--- src/rtl/mul_pipe_pkg.sv ---
`default_nettype none
// ============================================================================
//  Module      : mul_pipe_pkg
//  Description : Shared types and constants for the FP multiplier issue
//                scheduler. Holds the IEEE exception flag layout, the default
//                pipeline depth and counter width, and the tag-width helper.
//  Revision    : 1.0  initial release
// ============================================================================
package mul_pipe_pkg;

    // Default number of datapath register stages gated by mul_en.
    localparam int c_pipe_d = 3;

    // Default width of the performance counters.
    localparam int c_cnt_w  = 16;

    // IEEE exception flags as delivered by the final datapath stage.
    typedef struct packed {
        logic nv;   // invalid operation
        logic dz;   // divide by zero
        logic of;   // overflow
        logic uf;   // underflow
        logic nx;   // inexact
    } flag_t;

    // Width of a requester index. A single requester still needs one bit so
    // that the tag vectors never collapse to zero width.
    function automatic int tag_w(input int n);
        return (n <= 2) ? 1 : $clog2(n);
    endfunction

endpackage
`default_nettype wire

--- src/rtl/mul_pipe_sched_rr_arbiter.sv ---
`default_nettype none
// ============================================================================
//  Module      : rr_arbiter
//  Description : Round-robin arbiter. Searches for the first asserted request
//                starting at the priority pointer and wrapping modulo NREQ.
//                The pointer moves to one past the winner on every accepted
//                grant and holds otherwise.
//  Ports       : clk, rst_n      clock, synchronous active-low reset
//                req[NREQ]       request vector
//                en              grant permitted this cycle
//                grant[NREQ]     one-hot grant (all zero when en=0)
//                grant_idx       index of the winning requester
//                accept          a grant was issued this cycle
//  Revision    : 1.0  initial release
// ============================================================================
module rr_arbiter
    import mul_pipe_pkg::*;
#(
    parameter  int NREQ    = 2,
    localparam int c_tag_w = tag_w(NREQ)
) (
    input  logic               clk,
    input  logic               rst_n,
    input  logic [NREQ-1:0]    req,
    input  logic               en,
    output logic [NREQ-1:0]    grant,
    output logic [c_tag_w-1:0] grant_idx,
    output logic               accept
);

    logic [c_tag_w-1:0] r_ptr;
    logic [c_tag_w-1:0] w_idx;
    logic [c_tag_w-1:0] w_ptr_nxt;
    logic               w_found;

    // Two-pass search: first the requesters at or above the pointer, then
    // wrap around to the ones below it. Equivalent to a rotating priority
    // scan without needing a variable rotate.
    always_comb begin
        w_idx   = '0;
        w_found = 1'b0;
        for (int i = 0; i < NREQ; i++) begin
            if (!w_found && req[i] && (c_tag_w'(i) >= r_ptr)) begin
                w_found = 1'b1;
                w_idx   = c_tag_w'(i);
            end
        end
        for (int i = 0; i < NREQ; i++) begin
            if (!w_found && req[i]) begin
                w_found = 1'b1;
                w_idx   = c_tag_w'(i);
            end
        end
    end

    always_comb begin
        grant = '0;
        for (int i = 0; i < NREQ; i++) begin
            grant[i] = en && w_found && (w_idx == c_tag_w'(i));
        end
    end

    assign accept    = en && w_found;
    assign grant_idx = w_idx;

    // The last requester wraps explicitly, since NREQ need not be a power of two.
    assign w_ptr_nxt = (w_idx == c_tag_w'(NREQ - 1)) ? '0 : w_idx + c_tag_w'(1);

    always_ff @(posedge clk) begin
        if (!rst_n) begin
            r_ptr <= '0;
        end else if (accept) begin
            r_ptr <= w_ptr_nxt;
        end
    end

endmodule
`default_nettype wire

--- src/rtl/mul_pipe_sched.sv ---
`default_nettype none
// ============================================================================
//  Module      : mul_pipe_sched
//  Description : Issue scheduler for the 3-stage FP multiplier pipeline.
//                Shares the pipeline between NREQ requesters round-robin,
//                tags each issued op, tracks it through the datapath stages,
//                and steers the result and IEEE flags back to the owner.
//                The whole pipe stalls when the retiring result is not
//                accepted; flush drops every op in flight.
//  Ports       : clk, rst_n                  clock, synchronous active-low reset
//                flush                       drop all in-flight ops
//                req_valid/req_ready         per-requester issue handshake
//                req_a/req_b                 packed operands, DATA_W per requester
//                mul_en                      stage enable to datapath regs
//                mul_in_valid/a/b            issue slot to datapath
//                mul_res/mul_flags           datapath final-stage outputs
//                resp_valid/resp_ready       per-requester result handshake
//                resp_res/resp_flags         shared result bus
//                busy                        any op in flight
//                cnt_issue/cnt_stall         performance counters
//  Revision    : 1.0  initial release
// ============================================================================
module mul_pipe_sched
    import mul_pipe_pkg::*;
#(
    parameter int NREQ   = 2,
    parameter int DATA_W = 32,
    parameter int PIPE_D = c_pipe_d,
    parameter int CNT_W  = c_cnt_w
) (
    input  logic                   clk,
    input  logic                   rst_n,
    input  logic                   flush,
    input  logic [NREQ-1:0]        req_valid,
    output logic [NREQ-1:0]        req_ready,
    input  logic [NREQ*DATA_W-1:0] req_a,
    input  logic [NREQ*DATA_W-1:0] req_b,
    output logic                   mul_en,
    output logic                   mul_in_valid,
    output logic [DATA_W-1:0]      mul_in_a,
    output logic [DATA_W-1:0]      mul_in_b,
    input  logic [DATA_W-1:0]      mul_res,
    input  logic [4:0]             mul_flags,
    output logic [NREQ-1:0]        resp_valid,
    input  logic [NREQ-1:0]        resp_ready,
    output logic [DATA_W-1:0]      resp_res,
    output logic [4:0]             resp_flags,
    output logic                   busy,
    output logic [CNT_W-1:0]       cnt_issue,
    output logic [CNT_W-1:0]       cnt_stall
);

    localparam int c_tag_w = tag_w(NREQ);

    // Occupancy and owner of each datapath stage; stage PIPE_D-1 lines up
    // with mul_res/mul_flags.
    logic [PIPE_D-1:0]  r_vld;
    logic [c_tag_w-1:0] r_tag [PIPE_D];

    logic [CNT_W-1:0]   r_cnt_issue;
    logic [CNT_W-1:0]   r_cnt_stall;

    logic [NREQ-1:0]    w_resp_valid;
    logic [NREQ-1:0]    w_grant;
    logic [c_tag_w-1:0] w_idx;
    logic               w_accept;
    logic               w_stall;
    logic               w_issue_en;
    flag_t              w_flags;

    // ------------------------------------------------------------------
    // Response steering: the final-stage tag selects which requester sees
    // the result.
    // ------------------------------------------------------------------
    for (genvar gi = 0; gi < NREQ; gi++) begin : g_resp
        assign w_resp_valid[gi] = r_vld[PIPE_D-1] && (r_tag[PIPE_D-1] == c_tag_w'(gi));
    end

    // A retiring op whose owner is not ready freezes the whole pipe. While
    // in reset the enable is forced high so the datapath flushes its
    // contents regardless of stale tracking state.
    assign w_stall    = |(w_resp_valid & ~resp_ready);
    assign mul_en     = !rst_n || !w_stall;
    assign w_issue_en = mul_en && !flush && rst_n;

    assign resp_valid = rst_n ? w_resp_valid : '0;
    assign w_flags    = mul_flags;
    assign resp_flags = w_flags;
    assign resp_res   = mul_res;
    assign busy       = rst_n && (|r_vld);

    // ------------------------------------------------------------------
    // Arbitration
    // ------------------------------------------------------------------
    rr_arbiter #(
        .NREQ      (NREQ)
    ) u_arb (
        .clk       (clk),
        .rst_n     (rst_n),
        .req       (req_valid),
        .en        (w_issue_en),
        .grant     (w_grant),
        .grant_idx (w_idx),
        .accept    (w_accept)
    );

    assign req_ready    = w_grant;
    assign mul_in_valid = w_accept;

    // AND-OR operand select on the one-hot grant: drives zero when nothing
    // is accepted, so idle slots carry no stale operands.
    always_comb begin
        mul_in_a = '0;
        mul_in_b = '0;
        for (int i = 0; i < NREQ; i++) begin
            mul_in_a = mul_in_a | (req_a[i*DATA_W +: DATA_W] & {DATA_W{w_grant[i]}});
            mul_in_b = mul_in_b | (req_b[i*DATA_W +: DATA_W] & {DATA_W{w_grant[i]}});
        end
    end

    // ------------------------------------------------------------------
    // Tracking pipeline, shifts in step with the datapath.
    // ------------------------------------------------------------------
    always_ff @(posedge clk) begin
        if (!rst_n) begin
            r_vld <= '0;
        end else if (flush) begin
            r_vld <= '0;
        end else if (mul_en) begin
            r_vld[0] <= w_accept;
            for (int s = 1; s < PIPE_D; s++) begin
                r_vld[s] <= r_vld[s-1];
            end
        end
    end

    // Tags are only meaningful alongside a set valid bit, so they need no reset.
    always_ff @(posedge clk) begin
        if (mul_en) begin
            r_tag[0] <= w_idx;
            for (int s = 1; s < PIPE_D; s++) begin
                r_tag[s] <= r_tag[s-1];
            end
        end
    end

    // ------------------------------------------------------------------
    // Performance counters: issue count wraps, stall count saturates.
    // ------------------------------------------------------------------
    always_ff @(posedge clk) begin
        if (!rst_n) begin
            r_cnt_issue <= '0;
            r_cnt_stall <= '0;
        end else begin
            if (w_accept) begin
                r_cnt_issue <= r_cnt_issue + CNT_W'(1);
            end
            if (!mul_en && (r_cnt_stall != '1)) begin
                r_cnt_stall <= r_cnt_stall + CNT_W'(1);
            end
        end
    end

    assign cnt_issue = r_cnt_issue;
    assign cnt_stall = r_cnt_stall;

    // ------------------------------------------------------------------
    // Protocol checks
    // ------------------------------------------------------------------
    a_resp_onehot0: assert property (@(posedge clk) $onehot0(resp_valid));
    a_ready_onehot0: assert property (@(posedge clk) $onehot0(req_ready));
    a_ready_has_valid: assert property (@(posedge clk) (req_ready & ~req_valid) == '0);
    a_operands_hold: assert property (@(posedge clk)
        !mul_en |-> (!mul_in_valid && (mul_in_a == '0) && (mul_in_b == '0)));

endmodule
`default_nettype wire

--- config.mk ---
export PLATFORM = sky130hd
export DESIGN_NAME = mul_pipe_sched
export DESIGN_NICKNAME = d
export VERILOG_FILES = /design/src/rtl/mul_pipe_pkg.sv /design/src/rtl/mul_pipe_sched_rr_arbiter.sv /design/src/rtl/mul_pipe_sched.sv
export SDC_FILE = /design/constraint.sdc
export NUM_CORES = 1
export LEC_CHECK = 0
export BUFFER_PORTS_ARGS = -buffer_cell sky130_fd_sc_hd__clkbuf_2
export CORE_AREA = 2 2 119 121
export CTS_CLUSTER_DIAMETER = 150
export DETAILED_ROUTE_END_ITERATION = 8
export DIE_AREA = 0 0 121 123
export SETUP_SLACK_MARGIN = 0.05
export SYNTH_ARGS = -nofsm -noshare
export SYNTH_HDL_FRONTEND = slang
export SYNTH_SLANG_ARGS = --single-unit
--- constraint.sdc ---
create_clock -name clk -period 3.25 [get_ports clk]
set_input_delay 0.65 -clock clk [delete_from_list [all_inputs] [get_ports clk]]
set_output_delay 0.65 -clock clk [all_outputs]
set_load 0.02 [all_outputs]
### Yosys cells after proc, flatten, opt, wreduce, memory -nomap -nowiden

Memory sizes are Yosys's and may differ from the RTL's.
Index checks and enable logic that the tools add are counted.

| storage, ports and cells | value |
|---|---|
| register bits after elaboration | 36 |
| bits in writable memories | 3 |
| output and inout port bits | 140 |
| word-level logic and storage cells | 58 |
| memories | 1 |

| cells by class | value |
|---|---|
| add/sub/neg operators | 3 |
| magnitude comparators | 2 |
| equal/unequal tests | 1 |
| mux-type cells | 11 |
| bitwise logic cells | 11 |
| reduce and logical (&&, ||, !) cells | 25 |

Memory list:

| name | depth | bits a word | read ports | clocked after memory_dff | write ports | RTL line | RTL |
|---|---|---|---|---|---|---|---|
| r_tag | 3 | 1 | 3 | 0 | 3 | mul_pipe_sched.sv:58 | `logic [c_tag_w-1:0] r_tag [PIPE_D];` |

Operator list:

| cell | count |
|---|---|
| $and 32x32->32 | 4 |
| $or 32x32->32 | 2 |
| $add 16x1->16 const B | 2 |
| $ne 16x16->1 const B | 1 |
| $logic_and 1x1->1 | 14 |
| $mux 1 | 10 |
| $logic_not 1->1 | 7 |
| $reduce_or 2->1 | 2 |
| $not 1->1 | 3 |
| $reduce_or 3->1 | 1 |
| $and 2x2->2 | 1 |
| $ge 1x1->1 const A | 2 |
| $mux 2 | 1 |
| $not 2->2 | 1 |
| $add 1x1->1 const B | 1 |
| $logic_or 1x1->1 | 1 |

### Logic depth before layout (Yosys ltp)

Gate-level depths: netlist of run 1.

| logic depth | value |
|---|---|
| word-level depth | 17 |
| depth in mapped cells | 7 |

### Hierarchy

Synthesis of run 1 repeated with hierarchy kept, for this count alone.

| unflattened totals | value |
|---|---|
| cells, all modules | 322 |
| area total of the unflattened synthesis | 2,775.2 µm² |

By module, submodules not included:

| module | times used | cells each | area each (µm²) | sequential area each (µm²) |
|---|---|---|---|---|
| mul_pipe_sched | 1 | 312 | 2,701.3 | 790.8 |
| rr_arbiter | 1 | 10 | 73.8 | 20.0 |

### Least setup slack after synthesis of run 1

OpenSTA, ideal clock, no wires.

| path | value |
|---|---|
| kind | input to output |
| start point | input flush |
| end point | output mul_in_b[23] |
| arrival time | 1.998 ns |
| setup slack | 0.602 ns |
| stages | 6 |
| path through | nand2b_1 > a211o_2 > inv_2 > and2_2 > buf_2 > a22o_1 |

| on the way | value |
|---|---|
| longest elaborated chain between the ends | 7 |
| elaborated cells on any way between the ends | 9 |

RTL lines:

| item | RTL line | RTL |
|---|---|---|
| from (decl) | mul_pipe_sched.sv:33 | `input logic flush,` |
| $logic_not 1->1 | mul_pipe_sched.sv:84 | `assign w_issue_en = mul_en && !flush && rst_n;` |
| $logic_and 1x1->1 (2 in a row) | mul_pipe_sched.sv:84 |  |
| $logic_and 1x1->1 | - |  |
| named net mul_in_valid | mul_pipe_sched.sv:39 | `output logic mul_in_valid,` |
| $logic_and 1x1->1 | mul_pipe_sched_rr_arbiter.sv:59 | `grant[i] = en && w_found && (w_idx == c_tag_w'(i));` |
| named net req_ready[1] | mul_pipe_sched.sv:35 | `output logic [NREQ-1:0] req_ready,` |
| $and 32x32->32 | mul_pipe_sched.sv:117 | `mul_in_b = mul_in_b \| (req_b[i*DATA_W +: DATA_W] & {DATA_W{w_grant[i]}});` |
| $or 32x32->32 | mul_pipe_sched.sv:117 |  |
| to (decl) | mul_pipe_sched.sv:41 | `output logic [DATA_W-1:0] mul_in_b,` |

The timed path passes the listed nets, and every way through them passes these cells.

==> out/metrics.cfg, run 1 <==
[status]
run_status=finished, final reports clean

[timing]
rsz0062_at_grt=no
max_slew.worst_pin.slew_ns=0.516
hold_viol=0
finClkSkew_ns=0.00679
slew_headroom_pct=65.4
setup_tns_ns=0
max_freq_ghz=0.331
setup_viol=0
fin_crit_ns=3.02
final.period_utilization_pct=92.9
maxSlewViolCount=0

[clock_network]
cts_made_buffers=5
cts_max_path_buffers=2
cts_sinks=39
cts_tree=done
ctsHoldBuffers=0
ctsResizeCount=0
postCtsSetupBuffers=0
clk_latency_ns=0.28
clkTransAtPathRegs_ns=0.05
htree_num_levels=2
cts_root_buffer=clkbuf_16

[cells_and_area]
layout.cells.non_filler=700
final_cell_mix=237 x clkbuf_2, 64 x a22o_1, 36 x dfxtp_1
layout_commonest_cell=clkbuf_2
syn_to_final_growth_pct=44.8
drive_above_1_share_pct=50.3
nFillCells=1509
nNetsFinal=691

[worst_setup_path]
reg2reg_from=r_tag[0][2]
slowest_delay_ns=0.45
worst_r2r_path_depth=6
crit_chain=mux2i_2 -> a211o_2 -> buf_4 -> nor2_4 -> buf_12 -> a22o_1 -> clkbuf_2
rr_endpoint=cnt_stall[15]
crit_buf_inv=3
critPathLaunchType=flop
endpoint=mul_in_b[28]
path_class=reg -> out
crit_arrival_ns=2.37
rrSetupSlack_ns=1.17
critical-path-top-delay-family=buffers and inverters
crit_cells=7
worstPathMaxFanout=65
cp-startpoint=r_tag[0][2]
crit_path_end_kind=output port
required_ns=2.60
critPathSlowestCell=edfxtp_1

[pwr]
power_density_nw_per_um2=327
combPwrFrac_pct=22.2
p_seq_share_pct=37.0
p_sw_share_pct=26.9
leakagePower_nw=1.96
switching_power_mw=0.360
clockPowerShare_pct=40.8
intPower_mw=0.977
vdd_drop_max_v=0.000176

[place]
numPortBuffers=237
placed_cells=690
place_congestion=0.761
dpl.hpwl_um=11200

[synth]
synth_cell_type_count=42
netlist_area_um2=2830
synth_top_cell_by_area=dfxtp_1
yosys_most_used_dff=dfxtp_1
ys_seq_area_share_pct=28.7
synth_cells=324
synth_nets=498
synth_edf_count=3
ys.warnings.count=0
syn_avg_cell_area_um2=8.72
synth.area.top_cells=dfxtp_1 26%, a22o_1 20%, buf_4 10%
synth-seq-cells=39
async_reset_ff_share_pct=0
yosysTopAreaCellShare_pct=25.5

[drt]
drc=0
antenna_left=0
drtIter0Drc=158
wl_per_cell_um=19.2
drt-pass1-iter-count=4
vias=3269
routed_wl_um=13400
post_drt_via_cell_ratio=4.67

[floorplan]
die_w_um=121
ios=312
die_area_um2=14900
die_h_um=123
design.core.area_um2=13600
num_rows=43
initial_core_util_pct=20.8

[global_route]
grt_overflow=0
grt_pass1_wl_um=17700
antenna_found_initial=3
grt_max_degree=66
grt_use_total_pct=16.0
first_global_vias=2786

[hold_path]
hold_path_startpoint=r_tag[0][0]
worstHoldPathType=reg -> reg

[run]
maxCapViolCount=0

sequential cells by signal (all words and copies together), names as in the netlist:
name	flops
r_vld	3
u_arb.r_ptr	1
cnt_issue	16
cnt_stall	16
r_tag	3
routing by layer:
layer	GRT usage (%)	vias to the layer above	wire [µm]
li1	-	1618	-
met1	21.6	1469	5860
met2	23.2	163	6040
met3	5.67	19	1260
met4	6.61	0	280
met5	0	-	0
power groups by stage:
stage | Sequential [mW] | Combinational [mW] | Clock (mW)
after floorplan | 0.506 | 0.203 | 0
after global placement | 0.506 | 0.299 | 0
after detailed placement | 0.506 | 0.296 | 0
after CTS | 0.495 | 0.298 | 0.556
after global routing | 0.495 | 0.317 | 0.578
final | 0.495 | 0.296 | 0.545
cells by family (layout without fill, tap and decap cells):
kind of cell / count (synthesis) / count (layout) / synth area share [%]
fa+ha+maj: 2 / 2 / 0.886
buf+inv: 66 / 259 / 15.9
xor+xnor: 1 / 1 / 0.310
flops: 39 / 39 / 28.7
compound gates: 110 / 110 / 30.9
mux: 12 / 12 / 4.38
simple gates: 94 / 94 / 18.9
other cells: 0 / 3 / 0
worst min-delay path by stage:
stage / cells after the start / slack [ns] / to
floorplan: 0 / 0.40 / r_tag[0][1]
global placement: 0 / 0.40 / r_tag[0][2]
detailed placement: 0 / 0.41 / r_tag[0][1]
CTS: 0 / 0.42 / r_tag[0][1]
global route: 0 / 0.43 / r_tag[0][1]
finish: 0 / 0.42 / r_tag[0][1]
cells in the mapped netlist, drive strengths merged (2+ instances only):
cell and count:
a22o 64, buf 55, dfxtp 36, nand2 28, a21oi 14, mux2i 12
nand2b 11, nand4 8, o31ai 8, nand3 7, nor4 7, inv 6
o21ai 6, o311ai 6, or4 6, clkbuf 5, nor2 5, o41ai 5
or3 5, and3 4, and4 4, edfxtp 3, and2 2, ha 2
nor3b 2, nor4b 2, o211ai 2
worst reg2reg max path: stages (launching register included):
cell	delay [ns]
edfxtp_1	0.45
mux2i_2	0.26
buf_4	0.19
nand2_1	0.26
buf_4	0.28
nor4b_1	0.36
mux2i_1	0.21
per-stage QoR:
step | hold slack [ns] | utilization [%] | power, mW | worst slack, ns | area, µm²
after global routing | 0.434 | 30.1 | 1.39 | 0.145 | 4090
final | 0.419 | 30.1 | 1.34 | 0.229 | 4090
after CTS | 0.419 | 30.0 | 1.35 | 0.226 | 4080
after detailed placement | 0.406 | 28.8 | 0.802 | 0.296 | 3920
after floorplan | 0.400 | - | 0.709 | 0.602 | 2830
after global placement | 0.405 | 28.8 | 0.805 | 0.288 | 3920
area by class of cell:
type | count | area, µm² | share of cell area, %
tap | 180 | 225 | 5.50
clock buffer | 5 | 125 | 3.06
sequential | 39 | 811 | 19.8
multi-input combinational | 219 | 1570 | 38.4
timing repair buffer | 246 | 1290 | 31.6
inverter | 6 | 22.5 | 0.550
clock inverter | 2 | 36.3 | 0.887
antenna | 3 | 7.51 | 0.183
Note: power is estimated with default switching activity, not from simulation.
==> inputs of run 2 (changes only) <==
CELL_PAD_IN_SITES_DETAIL_PLACEMENT = 1   (was unset)
CELL_PAD_IN_SITES_GLOBAL_PLACEMENT = 1   (was unset)
CORE_AREA = 2 2 121 123   (was 2 2 119 121)
DIE_AREA = 0 0 123 125   (was 0 0 121 123)
PLACE_DENSITY_LB_ADDON = 0.1   (was unset)
SYNTH_HIERARCHICAL = 1   (was unset)
==> out/metrics.cfg, run 2 <==
[worst_setup_path]
path_class=reg -> out
reg2reg_from=r_tag[0][2]
crit_path_end_kind=output port
cp-startpoint=r_tag[0][2]
worst_r2r_path_depth=7
required_ns=2.60
critPathLaunchType=flop
worstPathMaxFanout=65
crit_arrival_ns=2.36

[place]
placed_cells=690
dpl.hpwl_um=12000
place_congestion=0.845
place_ws_ns=0.248
numPortBuffers=237
place_area_um2=3910

[synth]
ys_seq_area_share_pct=29.2
ys.warnings.count=6
synth_nets=496
netlist_area_um2=2780
synth_cells=322
synth-seq-cells=39
synth_top_cell_by_area=dfxtp_1
synth_most_common_cell=a22o_1
synth.area.top_cells=dfxtp_1 26%, a22o_1 20%, buf_4 10%
synthTopCellsByCount=64 x a22o_1, 37 x buf_4, 36 x dfxtp_1
async_reset_ff_share_pct=0
yosysTopAreaCellShare_pct=26.0
synth_cell_type_count=43
synth_edf_count=3
yosys_most_used_dff=dfxtp_1
syn_avg_cell_area_um2=8.62

[clock_network]
ctsResizeCount=0
htree_num_levels=2
clkTransAtPathRegs_ns=0.05
cts_tree=done
cts_sinks=39
cts_root_buffer=clkbuf_16
cts_max_path_buffers=2
postCtsSetupBuffers=0
clk_latency_ns=0.28
ctsHoldBuffers=0
cts_made_buffers=5

[floorplan]
die_area_um2=15400
initial_core_util_pct=19.5
ios=312
design.core.area_um2=14200
die_h_um=125
die_w_um=123
num_rows=44

[timing]
setup_ws_ns=0.242
max_slew.worst_pin.slew_ns=0.978
finClkSkew_ns=0.00821
final.period_utilization_pct=92.5
hold_viol=0
rsz0062_at_grt=no
fin_crit_ns=3.01
setup_viol=0
slew_headroom_pct=34.3
setup_tns_ns=0
maxSlewViolCount=0
hold_slack_ns=0.425
max_freq_ghz=0.332

[cells_and_area]
nNetsFinal=687
ff_latch_area_um2=811
layout.cells.non_filler=697
nFillCells=1739
antennaDiodeCount=0
drive_above_1_share_pct=50.9
multi_input_area_um2=1600
design_area_um2=4060
layout_commonest_cell=clkbuf_2
utilization_pct=28.6
syn_to_final_growth_pct=46.4
final_cell_mix=237 x clkbuf_2, 64 x a22o_1, 36 x dfxtp_1

[global_route]
grt.busiest_layer=met2
grt_use_total_pct=18.1
first_global_vias=3493
grt_max_degree=66
met3_usage_pct=8.85
grtUsageMet2_pct=29.2
use_met1_pct=22.1
grt_overflow=0
antenna_found_initial=0
grt_pass1_wl_um=21100

[hold_path]
hold_path_startpoint=r_tag[0][1]
min_path_cells=0
worstHoldPathType=reg -> reg

[status]
run_status=finished, final reports clean

[drt]
wl_per_cell_um=20.4
post_drt_via_cell_ratio=4.76
drt-pass1-iter-count=4
vias=3321
antenna_left=0
drc=0
drtIter0Drc=172
routed_wl_um=14200

[pwr]
vdd_drop_max_v=0.000184
leakagePower_nw=1.99
power_mw=1.26
power_density_nw_per_um2=311

[run]
maxCapViolCount=0

-- run 2: cell count changes after synthesis, moves of 7 or more --
cell | before | now
clkbuf_1 | 5 | 14
xor2_1 | 0 | 11
nand2_1 | 28 | 20
nand2b_1 | 11 | 4
mux2i_1 | 11 | 4
nor2_1 | 5 | 20
buf_2 | 11 | 3
-- run 2: critical path, stage by stage, from the launching register on --
cell      delay, ns
edfxtp_1       0.50
mux2i_4        0.27
a21oi_2        0.26
nand2_1        0.13
a21oi_4        0.14
buf_12         0.28
a22o_1         0.24
clkbuf_2       0.23
-- run 2: path summary, 6_finish.rpt --
check	end	slack [ns]
setup reg to reg	cnt_issue[15]	0.91
hold reg to reg	r_tag[0][2]	0.42
setup / recovery	mul_in_b[10]	0.24
hold / removal	r_tag[0][2]	0.42
-- run 2: where the power goes --
| part | total (mW) | switching [mW] | internal [mW] |
|---|---|---|---|
| logic | 0.276 | 0.152 | 0.123 |
| clock network | 0.492 | 0.193 | 0.300 |
| registers | 0.494 | 0.00534 | 0.489 |
-- run 2: kinds of logic (layout without fill, tap and decap cells) --
group	Yosys count	count (layout)	synth area share (%)
mux	6	6	2.80
flops	39	39	29.2
xor+xnor	13	13	4.10
fa+ha+maj	2	2	0.902
buf+inv	64	255	13.8
simple gates	99	99	20.7
compound gates	99	99	28.4
-- run 2: final cells by class --
cell class | count | area share [%]
tap | 184 | 5.67
timing repair buffer | 244 | 31.1
multi-input combinational | 219 | 39.4
clock buffer | 6 | 3.42
inverter | 4 | 0.369
clock inverter | 1 | 0.123
sequential | 39 | 20.0
-- run 2: layer usage --
layer | share of wire [%] | wire, µm
met1 | 41 | 5770
met4 | 0.82 | 116
met3 | 11 | 1590
met2 | 47 | 6720
met5 | 0 | 0
